### src/rtl/duty_cycle_calc_pkg.sv
// -----------------------------------------------------------------------------
// duty_meter_pkg
// Shared definitions for the duty-cycle calculator:
//   - default count width, full-scale value and result width
//   - controller state encoding
//   - calc_num_w(): numerator width needed for cnt * scale (plus the rounding
//     bit when DUTY_CYCLE_CALC_ROUND_EN is defined)
// -----------------------------------------------------------------------------
package duty_meter_pkg;

   localparam int unsigned CNT_W_DEF  = 32;
   localparam int unsigned SCALE_DEF  = 1000;
   localparam int unsigned DUTY_W_DEF = 10;

   typedef enum logic [1:0] {
      IDLE,
      LOAD,
      DIV,
      DONE
   } state_e;

   // Bits needed to hold cnt * scale. The rounding build adds den/2 to the
   // numerator, which can carry into one more bit.
   function automatic int unsigned calc_num_w(input int unsigned cnt_w,
                                              input int unsigned scale);
      int unsigned w;
      w = cnt_w + $clog2(scale + 1);
`ifdef DUTY_CYCLE_CALC_ROUND_EN
      w = w + 1;
`endif
      return w;
   endfunction

endpackage

### src/rtl/duty_cycle_calc_if.sv
// -----------------------------------------------------------------------------
// duty_cycle_calc_if
// Bundle between the duty-cycle meter (master: supplies counts, consumes
// results) and the calculator (slave).
//   high_cnt, low_cnt : buffered high/low time counts      (master -> slave)
//   duty_out          : last computed duty                 (slave -> master)
//   duty_valid        : one-cycle strobe on duty_out update (slave -> master)
//   div_zero          : last result had a zero denominator (slave -> master)
//   busy              : calculation in progress            (slave -> master)
// -----------------------------------------------------------------------------
interface duty_cycle_calc_if
   import duty_meter_pkg::*;
#(
   parameter int unsigned CNT_W  = CNT_W_DEF,
   parameter int unsigned DUTY_W = DUTY_W_DEF
);

   logic [CNT_W-1:0]  high_cnt;
   logic [CNT_W-1:0]  low_cnt;
   logic [DUTY_W-1:0] duty_out;
   logic              duty_valid;
   logic              div_zero;
   logic              busy;

   modport master (
      output high_cnt, low_cnt,
      input  duty_out, duty_valid, div_zero, busy
   );

   modport slave (
      input  high_cnt, low_cnt,
      output duty_out, duty_valid, div_zero, busy
   );

endinterface

### src/rtl/duty_cycle_calc_serial_divider.sv
// -----------------------------------------------------------------------------
// serial_divider
// Unsigned restoring divider, one quotient bit per clock, MSB first.
// Synchronous active-high reset.
//   clk_i, rst_i : clock / synchronous reset
//   start_i      : load num_i/den_i and begin (den_i must be non-zero)
//   num_i, den_i : dividend / divisor, sampled on start_i
//   busy_o       : iterations in progress
//   done_o       : high during the cycle whose edge completes the last step;
//                  quot_o is final after that edge
//   quot_o       : quotient
// -----------------------------------------------------------------------------
module serial_divider #(
   parameter int unsigned NUM_W = 42,
   parameter int unsigned DEN_W = 33
) (
   input  logic             clk_i,
   input  logic             rst_i,
   input  logic             start_i,
   input  logic [NUM_W-1:0] num_i,
   input  logic [DEN_W-1:0] den_i,
   output logic             busy_o,
   output logic             done_o,
   output logic [NUM_W-1:0] quot_o
);

   localparam int unsigned CTR_W = $clog2(NUM_W + 1);

   logic [NUM_W-1:0] num_q, num_d;
   logic [NUM_W-1:0] quot_q, quot_d;
   logic [DEN_W-1:0] den_q, den_d;
   logic [DEN_W-1:0] rem_q, rem_d;
   logic [CTR_W-1:0] ctr_q, ctr_d;
   logic             busy_q, busy_d;

   // Partial remainder with the next numerator bit appended. Since rem < den,
   // trial < 2*den and the restored value always fits back into DEN_W bits.
   logic [DEN_W:0]   trial;
   logic             fits;

   always_comb begin
      // NOTE: every signal gets a default first so no path leaves one
      // unassigned - that is what keeps combinational blocks latch-free.
      num_d  = num_q;
      quot_d = quot_q;
      den_d  = den_q;
      rem_d  = rem_q;
      ctr_d  = ctr_q;
      busy_d = busy_q;
      trial  = {rem_q, num_q[NUM_W-1]};
      fits   = (trial >= {1'b0, den_q});

      if (start_i) begin
         num_d  = num_i;
         den_d  = den_i;
         rem_d  = '0;
         quot_d = '0;
         ctr_d  = CTR_W'(NUM_W);
         busy_d = 1'b1;
      end else if (busy_q) begin
         num_d = num_q << 1;
         if (fits) begin
            // Modular subtraction is exact here: the true result is < den.
            rem_d  = trial[DEN_W-1:0] - den_q;
            quot_d = {quot_q[NUM_W-2:0], 1'b1};
         end else begin
            rem_d  = trial[DEN_W-1:0];
            quot_d = {quot_q[NUM_W-2:0], 1'b0};
         end
         ctr_d = ctr_q - CTR_W'(1);
         if (ctr_q == CTR_W'(1)) begin
            busy_d = 1'b0;
         end
      end
   end

   // NOTE: sequential state uses non-blocking assignments only, so every
   // register samples pre-edge values regardless of statement order.
   always_ff @(posedge clk_i) begin
      if (rst_i) begin
         num_q  <= '0;
         quot_q <= '0;
         den_q  <= '0;
         rem_q  <= '0;
         ctr_q  <= '0;
         busy_q <= 1'b0;
      end else begin
         num_q  <= num_d;
         quot_q <= quot_d;
         den_q  <= den_d;
         rem_q  <= rem_d;
         ctr_q  <= ctr_d;
         busy_q <= busy_d;
      end
   end

   assign busy_o = busy_q;
   assign done_o = busy_q && (ctr_q == CTR_W'(1));
   assign quot_o = quot_q;

endmodule

### src/rtl/duty_cycle_calc.sv
// -----------------------------------------------------------------------------
// duty_cycle_calc
// Watches the meter's high/low count pair; on every change computes
//    duty = high * SCALE / (high + low)
// with a serial divider and presents it as a registered value plus a
// one-cycle valid strobe. Synchronous active-high reset.
//   sys_clk : system clock (rising edge)
//   rst     : synchronous active-high reset
//   bus     : duty_cycle_calc_if.slave
//             high_cnt/low_cnt in; duty_out, duty_valid, div_zero, busy out
// Build option: DUTY_CYCLE_CALC_ROUND_EN - round to nearest (ties up)
// instead of truncating; adds one divider step.
// -----------------------------------------------------------------------------
module duty_cycle_calc
   import duty_meter_pkg::*;
#(
   parameter int unsigned CNT_W  = CNT_W_DEF,
   parameter int unsigned SCALE  = SCALE_DEF,
   parameter int unsigned DUTY_W = DUTY_W_DEF
) (
   input  logic               sys_clk,
   input  logic               rst,
   duty_cycle_calc_if.slave   bus
);

   localparam int unsigned NUM_W = calc_num_w(CNT_W, SCALE);
   localparam int unsigned DEN_W = CNT_W + 1;
   localparam logic [NUM_W-1:0] SAT_MAX = {{(NUM_W - DUTY_W){1'b0}}, {DUTY_W{1'b1}}};

   state_e state_q, state_d;

   logic [CNT_W-1:0]  cap_hi_q, cap_hi_d;
   logic [CNT_W-1:0]  cap_lo_q, cap_lo_d;
   logic              zero_q, zero_d;
   logic [DUTY_W-1:0] duty_q, duty_d;
   logic              valid_q, valid_d;
   logic              div_zero_q, div_zero_d;

   logic              pair_changed;
   logic [DEN_W-1:0]  load_den;
   logic [NUM_W-1:0]  load_num;

   logic              div_start;
   logic              div_busy;
   logic              div_done;
   logic [NUM_W-1:0]  div_quot;
   logic              busy;

   assign pair_changed = ({bus.high_cnt, bus.low_cnt} != {cap_hi_q, cap_lo_q});

   // One extra bit on the sum so high + low can never wrap.
   assign load_den = {1'b0, cap_hi_q} + {1'b0, cap_lo_q};

`ifdef DUTY_CYCLE_CALC_ROUND_EN
   // Adding den/2 before truncating division rounds to nearest, ties up.
   assign load_num = NUM_W'(cap_hi_q) * NUM_W'(SCALE) + NUM_W'(load_den >> 1);
`else
   assign load_num = NUM_W'(cap_hi_q) * NUM_W'(SCALE);
`endif

   serial_divider #(
      .NUM_W (NUM_W),
      .DEN_W (DEN_W)
   ) u_div (
      .clk_i   (sys_clk),
      .rst_i   (rst),
      .start_i (div_start),
      .num_i   (load_num),
      .den_i   (load_den),
      .busy_o  (div_busy),
      .done_o  (div_done),
      .quot_o  (div_quot)
   );

   // ---------------------------------------------------------------- FSM --
   always_ff @(posedge sys_clk) begin
      if (rst) begin
         state_q <= IDLE;
      end else begin
         state_q <= state_d;
      end
   end

   always_comb begin
      state_d = state_q;
      unique case (state_q)
         IDLE: if (pair_changed) state_d = LOAD;
         LOAD: state_d = (load_den == '0) ? DONE : DIV;
         DIV:  if (div_done) state_d = DONE;
         DONE: state_d = IDLE;
         default: state_d = IDLE;
      endcase
   end

   always_comb begin
      div_start = (state_q == LOAD) && (load_den != '0);
      busy      = (state_q == LOAD) || ((state_q == DIV) && div_busy);
   end

   // ----------------------------------------------------------- datapath --
   always_comb begin
      cap_hi_d   = cap_hi_q;
      cap_lo_d   = cap_lo_q;
      zero_d     = zero_q;
      duty_d     = duty_q;
      div_zero_d = div_zero_q;
      valid_d    = 1'b0;

      unique case (state_q)
         IDLE: begin
            if (pair_changed) begin
               cap_hi_d = bus.high_cnt;
               cap_lo_d = bus.low_cnt;
            end
         end
         LOAD: zero_d = (load_den == '0);
         DONE: begin
            // The divider never ran for a zero denominator, so its quotient
            // is stale; force 0 instead. Saturation only guards high > high+low.
            if (zero_q) begin
               duty_d = '0;
            end else if (div_quot > SAT_MAX) begin
               duty_d = '1;
            end else begin
               duty_d = div_quot[DUTY_W-1:0];
            end
            div_zero_d = zero_q;
            valid_d    = 1'b1;
         end
         default: ;
      endcase
   end

   always_ff @(posedge sys_clk) begin
      if (rst) begin
         cap_hi_q   <= '0;
         cap_lo_q   <= '0;
         zero_q     <= 1'b0;
         duty_q     <= '0;
         valid_q    <= 1'b0;
         div_zero_q <= 1'b0;
      end else begin
         cap_hi_q   <= cap_hi_d;
         cap_lo_q   <= cap_lo_d;
         zero_q     <= zero_d;
         duty_q     <= duty_d;
         valid_q    <= valid_d;
         div_zero_q <= div_zero_d;
      end
   end

   assign bus.duty_out   = duty_q;
   assign bus.duty_valid = valid_q;
   assign bus.div_zero   = div_zero_q;
   assign bus.busy       = busy;

endmodule

### src/flat_wrapper.sv
// flat-port wrapper written by rule: the top's interface ports become plain ports
module duty_cycle_calc_flat import duty_meter_pkg::*;
#(
   parameter int unsigned CNT_W  = CNT_W_DEF,
   parameter int unsigned SCALE  = SCALE_DEF,
   parameter int unsigned DUTY_W = DUTY_W_DEF
)
  (sys_clk, rst, bus_high_cnt, bus_low_cnt, bus_duty_out, bus_duty_valid, bus_div_zero, bus_busy);
  duty_cycle_calc_if #(.CNT_W(CNT_W), .DUTY_W(DUTY_W)) bus_i ();
  input  logic sys_clk;
  input  logic rst;
  input wire logic [$bits(bus_i.high_cnt)-1:0] bus_high_cnt;
  input wire logic [$bits(bus_i.low_cnt)-1:0] bus_low_cnt;
  output wire logic [$bits(bus_i.duty_out)-1:0] bus_duty_out;
  output wire logic [$bits(bus_i.duty_valid)-1:0] bus_duty_valid;
  output wire logic [$bits(bus_i.div_zero)-1:0] bus_div_zero;
  output wire logic [$bits(bus_i.busy)-1:0] bus_busy;
  assign bus_i.high_cnt = bus_high_cnt;
  assign bus_i.low_cnt = bus_low_cnt;
  assign bus_duty_out = bus_i.duty_out;
  assign bus_duty_valid = bus_i.duty_valid;
  assign bus_div_zero = bus_i.div_zero;
  assign bus_busy = bus_i.busy;
  duty_cycle_calc #(.CNT_W(CNT_W), .SCALE(SCALE), .DUTY_W(DUTY_W)) u_core (.sys_clk(sys_clk), .rst(rst), .bus(bus_i));
endmodule
### config.mk
export PLATFORM = sky130hd
export DESIGN_NAME = duty_cycle_calc_flat
export DESIGN_NICKNAME = d
export VERILOG_FILES = /design/src/rtl/duty_cycle_calc_pkg.sv /design/src/rtl/duty_cycle_calc_if.sv /design/src/rtl/duty_cycle_calc_serial_divider.sv /design/src/rtl/duty_cycle_calc.sv /design/src/flat_wrapper.sv
export SDC_FILE = /design/constraint.sdc
export NUM_CORES = 1
export LEC_CHECK = 0
export CAP_MARGIN = 0
export CORE_MARGIN = 2
export CORE_UTILIZATION = 40
export CTS_CLUSTER_SIZE = 24
export DETAILED_ROUTE_END_ITERATION = 8
export GPL_TIMING_DRIVEN = 0
export SETUP_SLACK_MARGIN = 0.2
export SLEW_MARGIN = 20
export SYNTH_ARGS = -nofsm -noshare
export SYNTH_HDL_FRONTEND = slang
export SYNTH_HIERARCHICAL = 1
export SYNTH_SLANG_ARGS = --single-unit
### constraint.sdc
create_clock -name sys_clk -period 8.2 [get_ports sys_clk]
set_input_delay 1.64 -clock sys_clk [delete_from_list [all_inputs] [get_ports sys_clk]]
set_output_delay 1.64 -clock sys_clk [all_outputs]
set_load 0.01 [all_outputs]
==> impl_metrics.json, run 1 <==
{
  "outcome": "finished, final reports clean",
  "setup-tns-final_ns": 0,
  "synthDominantCellAreaShare_pct": 24.1,
  "synth_area_per_cell_um2": 8.64,
  "rows": 81,
  "grt_pass1_vias": 16055,
  "path_max_fanout": 10,
  "fmaxAchievable_ghz": 0.146,
  "drt_drc_violations_left": 0,
  "postSynthCellCount": 2267,
  "synthTopCellsByArea": "dfxtp_1 24%, fa_1 12%, mux2i_1 11%, ha_1 10%, nor2_1 6.3%",
  "fin_hold_ws_ns": 0.495,
  "maxCapViolCount": 0,
  "avgViaCountPerCell": 5.46,
  "busiest_layer": "met2",
  "tightest_slew_ns": 1.07,
  "wire_per_inst_um": 18.2,
  "gp_congestion": 0.916,
  "arrival_ns": 7.31,
  "report.final.slew_viol_count": 0,
  "hpwl_um": 44100,
  "worstPathRequired_ns": 8.65,
  "cts_resized": 0,
  "clk_latency_ns": 0.59,
  "die_h_um": 225,
  "postCtsSetupBuffers": 0,
  "timing.final.crit_share_pct": 83.7,
  "syn2layout_area_growth_pct": 13.3,
  "synth_area_um2": 19600,
  "clk_pin_slew_ns": 0.06,
  "cts_buffers": 30,
  "ant_nets": 0,
  "end_kind": "register",
  "max_slew_margin_pct": 28.6,
  "numPortBuffers": 77,
  "drtIter0Drc": 1182,
  "num_vias": 16521,
  "skew_ns": 0.0129,
  "r2r_setup_slack_ns": 1.34,
  "grt_max_degree": 17,
  "dr.pass1.iters": 5,
  "synthArstFlopShare_pct": 0,
  "ioPinCount": 79,
  "synth_ff_type": "dfxtp_1",
  "synth_commonest_cells": "328 x nor2_1, 236 x dfxtp_1, 219 x inv_1, 215 x mux2i_1, 161 x a21oi_1",
  "die-width_um": 225,
  "start_util_pct": 40.3,
  "cts_root_buf": "clkbuf_16",
  "startpoint_type": "register",
  "grt_antenna_before_repair": 3,
  "drive_gt1_share_pct": 3.92,
  "post-route-min-period_ns": 6.86,
  "synth_top_cell_by_area": "dfxtp_1",
  "grt_overflow": 0,
  "clkSinkCount": 236,
  "crit_type": "reg2reg",
  "die_area_um2": 50800,
  "synthDistinctLibCells": 85,
  "min_path_type": "reg2reg",
  "yosysMostFrequentCell": "nor2_1",
  "grt_util_met3_pct": 3.91,
  "use_met1_pct": 31.3,
  "cts_max_level": 1,
  "cts_tree": "done",
  "final-setup-viol-count": 0,
  "grt_pass1_wl_um": 87300,
  "grt_setup_unrepaired": "false",
  "cts_hold_buf": 0,
  "yosysWarningCount": 6,
  "synth_edf_count": 0,
  "clk_path_buf_depth": 3,
  "nNetsFinal": 2721,
  "drt-total-wl_um": 55000,
  "coreArea_um2": 48600,
  "synth_seq_cells": 236,
  "finalHoldViolations": 0,
  "ys_seq_area_share_pct": 24.1,
  "use_met2_pct": 33.1,
  "grt.total_usage_pct": 21.8
}
-- state kept, by name (all words and copies together), names as in the netlist --
register and cells:
u_core/u_div/quot_o 42, u_core/bus.duty_out 10, u_core/bus.duty_valid 1, u_core/bus.div_zero 1, u_core/u_div/den_q 33, u_core/u_div/rem_q 33
u_core/cap_hi_q 32, u_core/cap_lo_q 32, u_core/state_q 2, u_core/u_div/busy_o 1, u_core/zero_q 1, u_core/u_div/num_q 42
u_core/u_div/ctr_q 6
-- routing by layer --
metal	wire (µm)	up-vias	share of wire, %
met1	26000	7928	47
met3	4100	84	7.5
met4	1700	0	3.1
met5	0	-	0
met2	23200	450	42
li1	-	8059	-
-- cell families (layout without fill, tap and decap cells) --
logic type | count (synthesis) | after routing | synth area share [%]
AO/OA/AOI/OAI | 454 | 454 | 15.1
multiplexers | 218 | 218 | 11.2
other | 1 | 5 | 0.0191
XOR/XNOR | 142 | 142 | 6.35
flip-flops | 236 | 236 | 24.1
AND/OR/NAND/NOR | 623 | 623 | 14.7
buffers and inverters | 316 | 448 | 6.23
adder cells (fa/ha/maj) | 277 | 277 | 22.3
-- placed cells by master (no fill, tap or decap), types with 9 or more instances in the layout --
| cell | instances |
|---|---|
| clkdlybuf4s50_1 | 77 |
| o21a_1 | 19 |
| nor2_1 | 328 |
| a211oi_1 | 20 |
| a21o_1 | 45 |
| nand3_1 | 24 |
| nor3_1 | 22 |
| dfxtp_1 | 236 |
| a21oi_1 | 161 |
| clkbuf_16 | 30 |
| nor2b_1 | 12 |
| mux2i_1 | 215 |
| ha_1 | 157 |
| inv_1 | 219 |
| fa_1 | 120 |
| a31oi_1 | 16 |
| xnor2_1 | 117 |
| or2_2 | 11 |
| buf_1 | 10 |
| o21bai_1 | 16 |
| a41oi_1 | 9 |
| o21ai_0 | 78 |
| and2_1 | 10 |
| and3_1 | 18 |
| xor2_1 | 25 |
| nand4_1 | 37 |
| clkbuf_1 | 81 |
| nand2_1 | 87 |
| nor4_1 | 22 |
-- stage by stage --
| stage | area [µm²] | cells | utilization, % | setup slack [ns] |
|---|---|---|---|---|
| detailed placement | 21100 | 2968 | 43.5 | 1.48 |
| finish | 22200 | 3025 | 45.6 | 1.34 |
| global placement | 21100 | 2968 | 43.5 | 1.51 |
| CTS | 22200 | 3023 | 45.6 | 1.48 |
| floorplan | 19600 | 2269 | - | 3.10 |
| global route | 22200 | 3023 | 45.6 | 0.956 |
-- path summary, 6_finish.rpt --
check,start,to,cells past startpoint
min,u_core/u_div/den_q[25],u_core/u_div/den_q[25],2
max,u_core/cap_hi_q[1],u_core/u_div/den_q[0],16
min reg2reg,u_core/u_div/den_q[25],u_core/u_div/den_q[25],2
max reg2reg,u_core/cap_hi_q[1],u_core/u_div/den_q[0],16
-- final cells by class --
| class | count | area, µm² |
|---|---|---|
| Tap cell | 622 | 778 |
| Timing Repair Buffer | 77 | 771 |
| Inverter | 219 | 822 |
| Fill cell | 4800 | 26500 |
| Multi-Input combinational cell | 1717 | 13700 |
| Buffer | 97 | 399 |
| Clock buffer | 43 | 850 |
| Antenna cell | 2 | 5.00 |
| Sequential cell | 236 | 4720 |
| Clock inverter | 12 | 193 |
-- worst max-delay path, stage by stage, from the launching register on --
cell and delay, ns:
dfxtp_1 0.73, inv_1 0.28, fa_1 0.51, nor2b_1 0.17, o2111ai_1 0.28, a21o_1 0.31, a2111oi_0 0.71, nor4b_1 0.11
nor4_1 0.47, nor4_1 0.14, nand4_1 0.25, o31a_2 0.18, clkbuf_1 0.59, clkbuf_1 0.82, clkbuf_1 0.81, mux2i_1 0.27
nor2_1 0.06
Power of run 1 is not shown: default switching activity piles up to over one toggle a cycle in this logic, so the estimate is an artifact.
==> run 2: changes to the inputs <==
==> constraint.sdc (replaced) <==
create_clock -name sys_clk -period 5.8 [get_ports sys_clk]
set_input_delay 1.16 -clock sys_clk [delete_from_list [all_inputs] [get_ports sys_clk]]
set_output_delay 1.16 -clock sys_clk [all_outputs]
set_load 0.01 [all_outputs]
==> impl_metrics.json, run 2 (synthesis gave the netlist of run 1 again) <==
{
  "min_to": "u_core/u_div/den_q[22]",
  "gp_congestion": 0.916,
  "worstHoldStart": "u_core/u_div/den_q[22]",
  "r2r_setup_slack_ns": 0.44,
  "dr.pass1.iters": 5,
  "hpwl_um": 44100,
  "report.final.slew_viol_count": 0,
  "post-route-cell-area_um2": 22400,
  "cts_buffers": 30,
  "critPathBufInv": 2,
  "r2r_end": "u_core/u_div/num_q[30]",
  "final-setup-viol-count": 0,
  "finalHoldViolations": 0,
  "cts_tree": "done",
  "final_common_cell": "nor2_1",
  "clk_path_buf_depth": 3,
  "worst_path_dominant_cell_family": "adder cells",
  "grt_max_degree": 17,
  "crit_type": "reg2reg",
  "drt_drc_violations_left": 0,
  "tightest_slew_ns": 1.10,
  "clkSinkCount": 236,
  "nNetsFinal": 2726,
  "post-route-min-period_ns": 5.36,
  "grt_overflow": 0,
  "fin_hold_ws_ns": 0.494,
  "cts_max_level": 1,
  "outcome": "finished, final reports clean",
  "numPortBuffers": 77,
  "drtIter0Drc": 1172,
  "min_path_type": "reg2reg",
  "crit_chain": "inv_1 > fa_1 > fa_1 > fa_1 > fa_1 > inv_1 > ha_1 > a211oi_2 > nor2_1 > o21a_1 > o31a_1 > or3_1 > a21oi_1 > o21ai_0 > xor2_1 > a21oi_1 > nor2_1",
  "ff2ff_path_depth": 17,
  "die-width_um": 225,
  "cts_hold_buf": 0,
  "clk_latency_ns": 0.60,
  "cts_root_buf": "clkbuf_16",
  "coreArea_um2": 48600,
  "grt.total_usage_pct": 21.9,
  "fmaxAchievable_ghz": 0.186,
  "grt_pass1_wl_um": 87400,
  "placed_area_um2": 21100,
  "worstPathRequired_ns": 6.27,
  "ant_nets": 0,
  "holdPathStages": 2,
  "rows": 81,
  "grt_setup_unrepaired": "false",
  "path_max_fanout": 6,
  "num_vias": 16510,
  "startpoint_type": "register",
  "maxCapViolCount": 0,
  "skew_ns": 0.0174,
  "slowest_delay_ns": 0.59,
  "final_cell_mix": "326 x nor2_1, 221 x dfxtp_1, 215 x mux2i_1",
  "clk_pin_slew_ns": 0.06,
  "die_area_um2": 50800,
  "arrival_ns": 5.83,
  "wire_per_inst_um": 18.2,
  "end_kind": "register",
  "setup-tns-final_ns": 0,
  "drt-total-wl_um": 55100,
  "ioPinCount": 79,
  "reg2reg_from": "u_core/cap_hi_q[1]",
  "drive_gt1_share_pct": 5.86,
  "dp.cells": 2968,
  "max_slew_margin_pct": 26.4,
  "syn2layout_area_growth_pct": 14.2,
  "die_h_um": 225,
  "cp_common_cell": "fa_1",
  "start_util_pct": 40.3,
  "timing.final.crit_share_pct": 92.5,
  "instances_no_fill": 3030,
  "cp_slowest_cell": "fa_1",
  "avgViaCountPerCell": 5.45,
  "grt_antenna_before_repair": 3,
  "grt_pass1_vias": 16078
}
[run 2: changes by cell type in the layout (fill, tap and decap cells not counted), moves of 2 or more]
cell and change:
dfxtp_4 +3, clkbuf_1 -7, dfxtp_1 -15, inv_2 +9, o21ai_1 +2, buf_4 +6
clkbuf_2 +6, nor2_1 -2, inv_1 -9, o21ai_0 -2, dfxtp_2 +12
[run 2: layout make-up]
| type | instances | area (µm²) |
|---|---|---|
| Tap cell | 622 | 778 |
| Multi-Input combinational cell | 1717 | 13800 |
| Clock inverter | 12 | 193 |
| Buffer | 96 | 403 |
| Timing Repair Buffer | 83 | 816 |
| Inverter | 219 | 822 |
| Clock buffer | 43 | 850 |
| Fill cell | 4789 | 26300 |
| Antenna cell | 2 | 5.00 |
| Sequential cell | 236 | 4750 |
[run 2: per-layer routing]
metal / wire length (µm) / GRT usage [%] / share of wire, %
met3: 4240 / 3.90 / 7.7
met2: 23400 / 33.1 / 42
met5: 0 / 0 / 0
met4: 1570 / 7.35 / 2.8
met1: 25900 / 31.3 / 47
[run 2: repair_timing]
action                                  4_1_cts  5_1_grt
gates resized for setup                      14       42
pin swaps                                     0        6
buffers inserted                              0        6
endpoints found under the setup margin      153      129
endpoints found under the hold margin         0        0
[run 2: how the worst max path moves through the flow]
stage	start	end	slack (ns)	cells after the start
floorplan	u_core/cap_hi_q[1]	u_core/u_div/num_q[39]	0.70	18
CTS	u_core/cap_hi_q[13]	u_core/u_div/num_q[40]	0.20	18
detailed placement	u_core/cap_hi_q[1]	u_core/u_div/den_q[0]	-0.92	16
global placement	u_core/cap_hi_q[1]	u_core/u_div/den_q[1]	-0.89	16
finish	u_core/cap_hi_q[1]	u_core/u_div/num_q[30]	0.44	17
global route	u_core/cap_hi_q[1]	u_core/u_div/num_q[39]	0.17	18
[run 2: metrics by stage]
stage | utilization [%] | setup slack, ns
CTS | 45.7 | 0.203
floorplan | - | 0.703
global placement | 43.5 | -0.888
finish | 46.0 | 0.437
global route | 46.0 | 0.170
detailed placement | 43.5 | -0.918
[run 2: worst reg2reg max path: stages, from the launching register on]
cell and delay, ns:
dfxtp_4 0.42, inv_1 0.15, fa_1 0.59, fa_1 0.45
fa_1 0.52, fa_1 0.52, inv_1 0.04, ha_1 0.37
a211oi_2 0.26, nor2_1 0.11, o21a_1 0.25, o31a_1 0.40
or3_1 0.39, a21oi_1 0.25, o21ai_0 0.16, xor2_1 0.16
a21oi_1 0.16, nor2_1 0.05
Power of run 2 is left out for the same reason.
